--- src/rtl/xor_crc_pkg.sv ---
// Shared definitions for the xor_crc_unit codebase slice.
//   state_t            : engine FSM states (IDLE, RUN, HOLD)
//   XOR_CRC_DEF_POLY   : default generator polynomial (CRC-16/CCITT, x^16 implicit)
//   XOR_CRC_DEF_INIT   : default register value at frame start
//   crc_step()         : 16-bit CRC / 8-bit beat reference step, MSB first
package xor_crc_pkg;

  typedef enum logic [1:0] {
    IDLE = 2'd0,
    RUN  = 2'd1,
    HOLD = 2'd2
  } state_t;

  localparam logic [15:0] XOR_CRC_DEF_POLY = 16'h1021;
  localparam logic [15:0] XOR_CRC_DEF_INIT = 16'hFFFF;

  function automatic logic [15:0] crc_step(input logic [15:0] crc,
                                           input logic [7:0]  data,
                                           input logic [15:0] poly);
    logic [15:0] r;
    logic        fb;
    r = crc;
    for (int unsigned i = 0; i < 8; i++) begin
      fb = r[15] ^ data[7 - i];
      r  = {r[14:0], 1'b0} ^ (fb ? poly : '0);
    end
    return r;
  endfunction

endpackage

--- src/rtl/xor_crc_unit_step.sv ---
// Combinational CRC update: DATA_W serial LFSR shifts unrolled into one XOR network.
//   crc_in  [CRC_W]  : current register value
//   data    [DATA_W] : beat data, consumed MSB first
//   crc_out [CRC_W]  : register value after the whole beat
module xor_crc_step #(
  parameter int unsigned         DATA_W = 8,
  parameter int unsigned         CRC_W  = 16,
  parameter logic [CRC_W-1:0]    POLY   = CRC_W'(16'h1021)
) (
  input  logic [CRC_W-1:0]  crc_in,
  input  logic [DATA_W-1:0] data,
  output logic [CRC_W-1:0]  crc_out
);

  logic [CRC_W-1:0] w_crc;
  logic             w_fb;

  always_comb begin
    w_crc = crc_in;
    w_fb  = 1'b0;
    for (int unsigned i = 0; i < DATA_W; i++) begin
      w_fb  = w_crc[CRC_W-1] ^ data[DATA_W-1-i];
      w_crc = {w_crc[CRC_W-2:0], 1'b0} ^ (w_fb ? POLY : '0);
    end
    crc_out = w_crc;
  end

endmodule

--- src/rtl/xor_crc_unit.sv ---
// Streaming CRC engine: DATA_W-bit beats in over valid/ready (framed by in_last),
// one CRC word out per frame over valid/ready.
//   clk, rst              : clock, synchronous active-high reset
//   in_valid/in_ready     : input beat handshake; in_data MSB first, in_last ends frame
//   out_valid/out_ready   : result handshake; out_crc = register ^ XOR_OUT
//   out_err               : register != RESIDUE at frame end (check build only)
//   busy                  : engine is in RUN or HOLD
// Build option: define XOR_CRC_CHECK_EN to enable residue checking on out_err;
// otherwise out_err is constant 0 and the port is kept for interface parity.
module xor_crc_unit
  import xor_crc_pkg::*;
#(
  parameter int unsigned      DATA_W  = 8,
  parameter int unsigned      CRC_W   = 16,
  parameter logic [CRC_W-1:0] POLY    = CRC_W'(XOR_CRC_DEF_POLY),
  parameter logic [CRC_W-1:0] INIT    = CRC_W'(XOR_CRC_DEF_INIT),
  parameter logic [CRC_W-1:0] XOR_OUT = '0,
  parameter logic [CRC_W-1:0] RESIDUE = '0
) (
  input  logic              clk,
  input  logic              rst,
  input  logic              in_valid,
  output logic              in_ready,
  input  logic [DATA_W-1:0] in_data,
  input  logic              in_last,
  output logic              out_valid,
  input  logic              out_ready,
  output logic [CRC_W-1:0]  out_crc,
  output logic              out_err,
  output logic              busy
);

`ifdef XOR_CRC_CHECK_EN
  localparam logic CHECK_EN = 1'b1;
`else
  localparam logic CHECK_EN = 1'b0;
`endif

  state_t           r_state;
  logic [CRC_W-1:0] r_crc;
  logic             r_out_valid;
  logic [CRC_W-1:0] r_out_crc;
  logic             r_out_err;

  logic [CRC_W-1:0] w_crc_next;
  logic             w_accept;

  xor_crc_step #(
    .DATA_W (DATA_W),
    .CRC_W  (CRC_W),
    .POLY   (POLY)
  ) u_step (
    .crc_in  (r_crc),
    .data    (in_data),
    .crc_out (w_crc_next)
  );

  assign in_ready  = (r_state != HOLD);
  assign busy      = (r_state != IDLE);
  assign w_accept  = in_valid && in_ready;
  assign out_valid = r_out_valid;
  assign out_crc   = r_out_crc;
  assign out_err   = r_out_err;

  always_ff @(posedge clk) begin
    if (rst) begin
      r_state     <= IDLE;
      r_crc       <= INIT;
      r_out_valid <= 1'b0;
      r_out_crc   <= '0;
      r_out_err   <= 1'b0;
    end else begin
      case (r_state)
        IDLE, RUN: begin
          if (w_accept) begin
            r_crc <= w_crc_next;
            if (in_last) begin
              r_out_valid <= 1'b1;
              r_out_crc   <= w_crc_next ^ XOR_OUT;
              // CHECK_EN folds to 0 in the default build, leaving out_err constant.
              r_out_err   <= CHECK_EN && (w_crc_next != RESIDUE);
              r_state     <= HOLD;
            end else begin
              r_state     <= RUN;
            end
          end
        end
        HOLD: begin
          if (out_ready) begin
            r_out_valid <= 1'b0;
            r_out_err   <= 1'b0;
            r_crc       <= INIT;
            r_state     <= IDLE;
          end
        end
        default: begin
          r_state <= IDLE;
        end
      endcase
    end
  end

endmodule

--- config.mk ---
export PLATFORM = sky130hd
export DESIGN_NAME = xor_crc_unit
export DESIGN_NICKNAME = d
export VERILOG_FILES = /design/src/rtl/xor_crc_pkg.sv /design/src/rtl/xor_crc_unit_step.sv /design/src/rtl/xor_crc_unit.sv
export SDC_FILE = /design/constraint.sdc
export NUM_CORES = 1
export LEC_CHECK = 0
export BUFFER_PORTS_ARGS = -buffer_cell sky130_fd_sc_hd__buf_2
export CORE_MARGIN = 4
export CORE_UTILIZATION = 38
export DETAILED_ROUTE_END_ITERATION = 8
export PLACE_DENSITY = 0.69
export REMOVE_ABC_BUFFERS = 1
export SLEW_MARGIN = 20
export SYNTH_ARGS = -nofsm -noshare
export SYNTH_HDL_FRONTEND = slang
export SYNTH_SLANG_ARGS = --single-unit
export TNS_END_PERCENT = 30
--- constraint.sdc ---
create_clock -name clk -period 1.57 [get_ports clk]
set_clock_uncertainty 0.1 [all_clocks]
set_input_delay 0.471 -clock clk [delete_from_list [all_inputs] [get_ports clk]]
set_output_delay 0.471 -clock clk [all_outputs]
set_load 0.005 [all_outputs]
==> flow_metrics.tcl <==
set metrics [dict create \
    vias_per_cell 4.821 \
    ios 33 \
    wl_per_cell_um 12.94 \
    crit_chain "or2_4 > buf_6" \
    timing.fmax_mhz 643.7 \
    drtAntennaViolNets 0 \
    worstPathArrival_ns 0.98 \
    hold_buffers 0 \
    setup_violations 0 \
    synth_cell_type_count 30 \
    syn_area_um2 1524 \
    post-route-cell-area_um2 1971 \
    cts-root-buf "clkbuf_8" \
    drt_pass1_iterations 4 \
    synth_area_per_cell_um2 10.16 \
    num-nets-final 215 \
    synth.area.top_cells "dfxtp_1 46%, xnor2_1 9.2%, xnor2_2 6.4%, a2bb2oi_1 4.6%, nand2b_1 4.5%" \
    syn_inst 150 \
    route.vias.total 1210 \
    numPortBuffers 31 \
    rsz0062_at_grt "true" \
    fin_crit_sh 0.9894 \
    antenna_found_initial 0 \
    drt_iter0_markers 39 \
    yosysTopAreaCellShare 0.4598 \
    final_common_cell "dfxtp_1" \
    synth_seq_cells 35 \
    multi_input_area_um2 770.7 \
    gr-total-overflow 0 \
    areaGrowthSynthToFinish_pct 29.31 \
    die-area_um2 5087 \
    max_stage_delay_ns 0.34 \
    status "completed" \
    hpwl_mm 2.413 \
    wl_mm 3.248 \
    cts_tree "yes" \
    rows 22 \
    drc 0 \
    cp.required_ns 1.00 \
    die_w_um 71.33 \
    clock-sinks 35 \
    insertedDiodeCount 0 \
    yosys_warnings 0 \
    cap_violations 0 \
    powerDensity_nw_per_um2 1549 \
    synth_top_area_cell "dfxtp_1" \
    clk_pin_slew_ns 0.07 \
    setup_tns_ns 0 \
    criticalPathCategory "flip-flop to primary output" \
    placed_cell_area_um2 1848 \
    clk_path_buf_depth 2 \
    insertion_delay_ns 0.29 \
    crit_slowest_cell "dfxtp_2" \
    area.sequential_um2 705.7 \
    numCtsBuffers 5 \
    cp-end-kind "primary output" \
    grt_use_total 0.1426 \
    ys_seq_area_frac 0.4598 \
    setup_slack_ns 0.01658 \
    hold_viol_final 0 \
    crit_fanout 3 \
    vdd_drop_max_mv 0.6848 \
    htree_levels 2 \
    hold_class "input pin to flip-flop" \
    crit_path_start_kind "flip-flop" \
    place_ws_ns -0.04473 \
    p_leak_nw 0.8396 \
    fillers 348 \
    grt_max_degree 16 \
    core_area_um2 3771 \
    die-height_um 71.33 \
    timing.final.max_slew_violations 0 \
    drive_gt1_frac 0.3596 \
    final_cell_mix "33 x dfxtp_1, 30 x buf_2, 22 x buf_4" \
    fin_crit_ns 1.553 \
    grt_pass1_vias 1230 \
    grt_first_pass_wirelength_mm 5.699 \
    start_util 0.4041 \
    gp_congestion 0.7300 \
]
[per-layer routing]
| layer | wire length [µm] | track usage | vias to the layer above | share of wire |
|---|---|---|---|---|
| met5 | 0 | 0 | - | 0 |
| met3 | 161 | 0.05189 | 3 | 0.050 |
| li1 | - | - | 615 | - |
| met2 | 1503 | 0.2235 | 27 | 0.46 |
| met1 | 1541 | 0.1803 | 565 | 0.47 |
| met4 | 42 | 0.05010 | 0 | 0.013 |
[Yosys cell counts]
| cell | number |
|---|---|
| inv_1 | 2 |
| a2bb2oi_1 | 8 |
| a21oi_1 | 4 |
| and2_1 | 1 |
| xor2_1 | 4 |
| a2111oi_0 | 1 |
| xnor2_1 | 16 |
| or2_1 | 1 |
| conb_1 | 1 |
| o22a_1 | 1 |
| nor2b_2 | 1 |
| nor2b_4 | 1 |
| a211oi_1 | 6 |
| buf_4 | 5 |
| xnor2_2 | 6 |
| or2_2 | 1 |
| nor3_1 | 1 |
| mux2i_1 | 1 |
| o21ai_0 | 4 |
| o22ai_1 | 6 |
| nand3b_1 | 6 |
| nand2_1 | 7 |
| a21o_1 | 1 |
| clkbuf_1 | 3 |
| a211oi_2 | 1 |
| o21ai_1 | 2 |
| nor2_1 | 12 |
| dfxtp_1 | 35 |
| o2bb2ai_1 | 1 |
| nand2b_1 | 11 |
[worst max-delay path, delay by kind of cell (launching register included)]
| kind | cells | cell delay, ns |
|---|---|---|
| simple gates | 1 | 0.24 |
| buf+inv | 1 | 0.11 |
| flops | 1 | 0.34 |
[power breakdown]
| group | internal (W) | leakage (nW) | total (W) | switching, W |
|---|---|---|---|---|
| logic | 0.000641 | 0.499 | 0.00116 | 0.000516 |
| clock network | 0.000400 | 0.0515 | 0.000717 | 0.000317 |
| registers | 0.00106 | 0.289 | 0.00118 | 0.000119 |
[worst paths after layout]
| check | startpoint | end | slack [ns] | cells past startpoint |
|---|---|---|---|---|
| max | r_state[0] | busy | 0.02 | 2 |
| min reg2reg | out_crc[10] | out_crc[10] | 0.36 | 2 |
| min | in_last | r_state[0] | 0.33 | 2 |
| max reg2reg | r_state[1] | out_crc[5] | 0.12 | 6 |
[flip-flops by register name (all words and copies together) (netlist names)]
name,cells
out_crc,16
r_crc,16
r_state,2
out_valid,1
[metrics by stage]
stage                     hold slack [ns]    util  total power, W  instances
after floorplan                    0.3467       -        0.001937        142
after global placement             0.3453  0.4900        0.002342        242
after detailed placement           0.3497  0.4900        0.002348        242
after CTS                          0.3148  0.5222        0.003092        251
after global routing               0.3319  0.5226        0.003250        251
final                              0.3334  0.5226        0.003053        251
[cells by family after synthesis]
kind of cell / Yosys count / synth area share
compound gates: 35 / 0.1634
simple gates: 42 / 0.1519
flops: 35 / 0.4598
mux: 1 / 0.006568
other cells: 1 / 0.002461
buf+inv: 10 / 0.03695
xor+xnor: 26 / 0.1790
[repair_timing]
item	4_1_cts	5_1_grt
endpoints found under the setup margin	2	7
gates resized for setup	5	1
buffers inserted	1	0
hold endpoints to repair	0	0
[final cells by class]
type                    count  share of cell area
clock buffers               8             0.05079
inverters                   2            0.003810
multi-input cells         105              0.3911
flip-flops and latches     35              0.3581
well taps                  48             0.03048
repair buffers             53              0.1657
(Power assumes the default switching activity.)
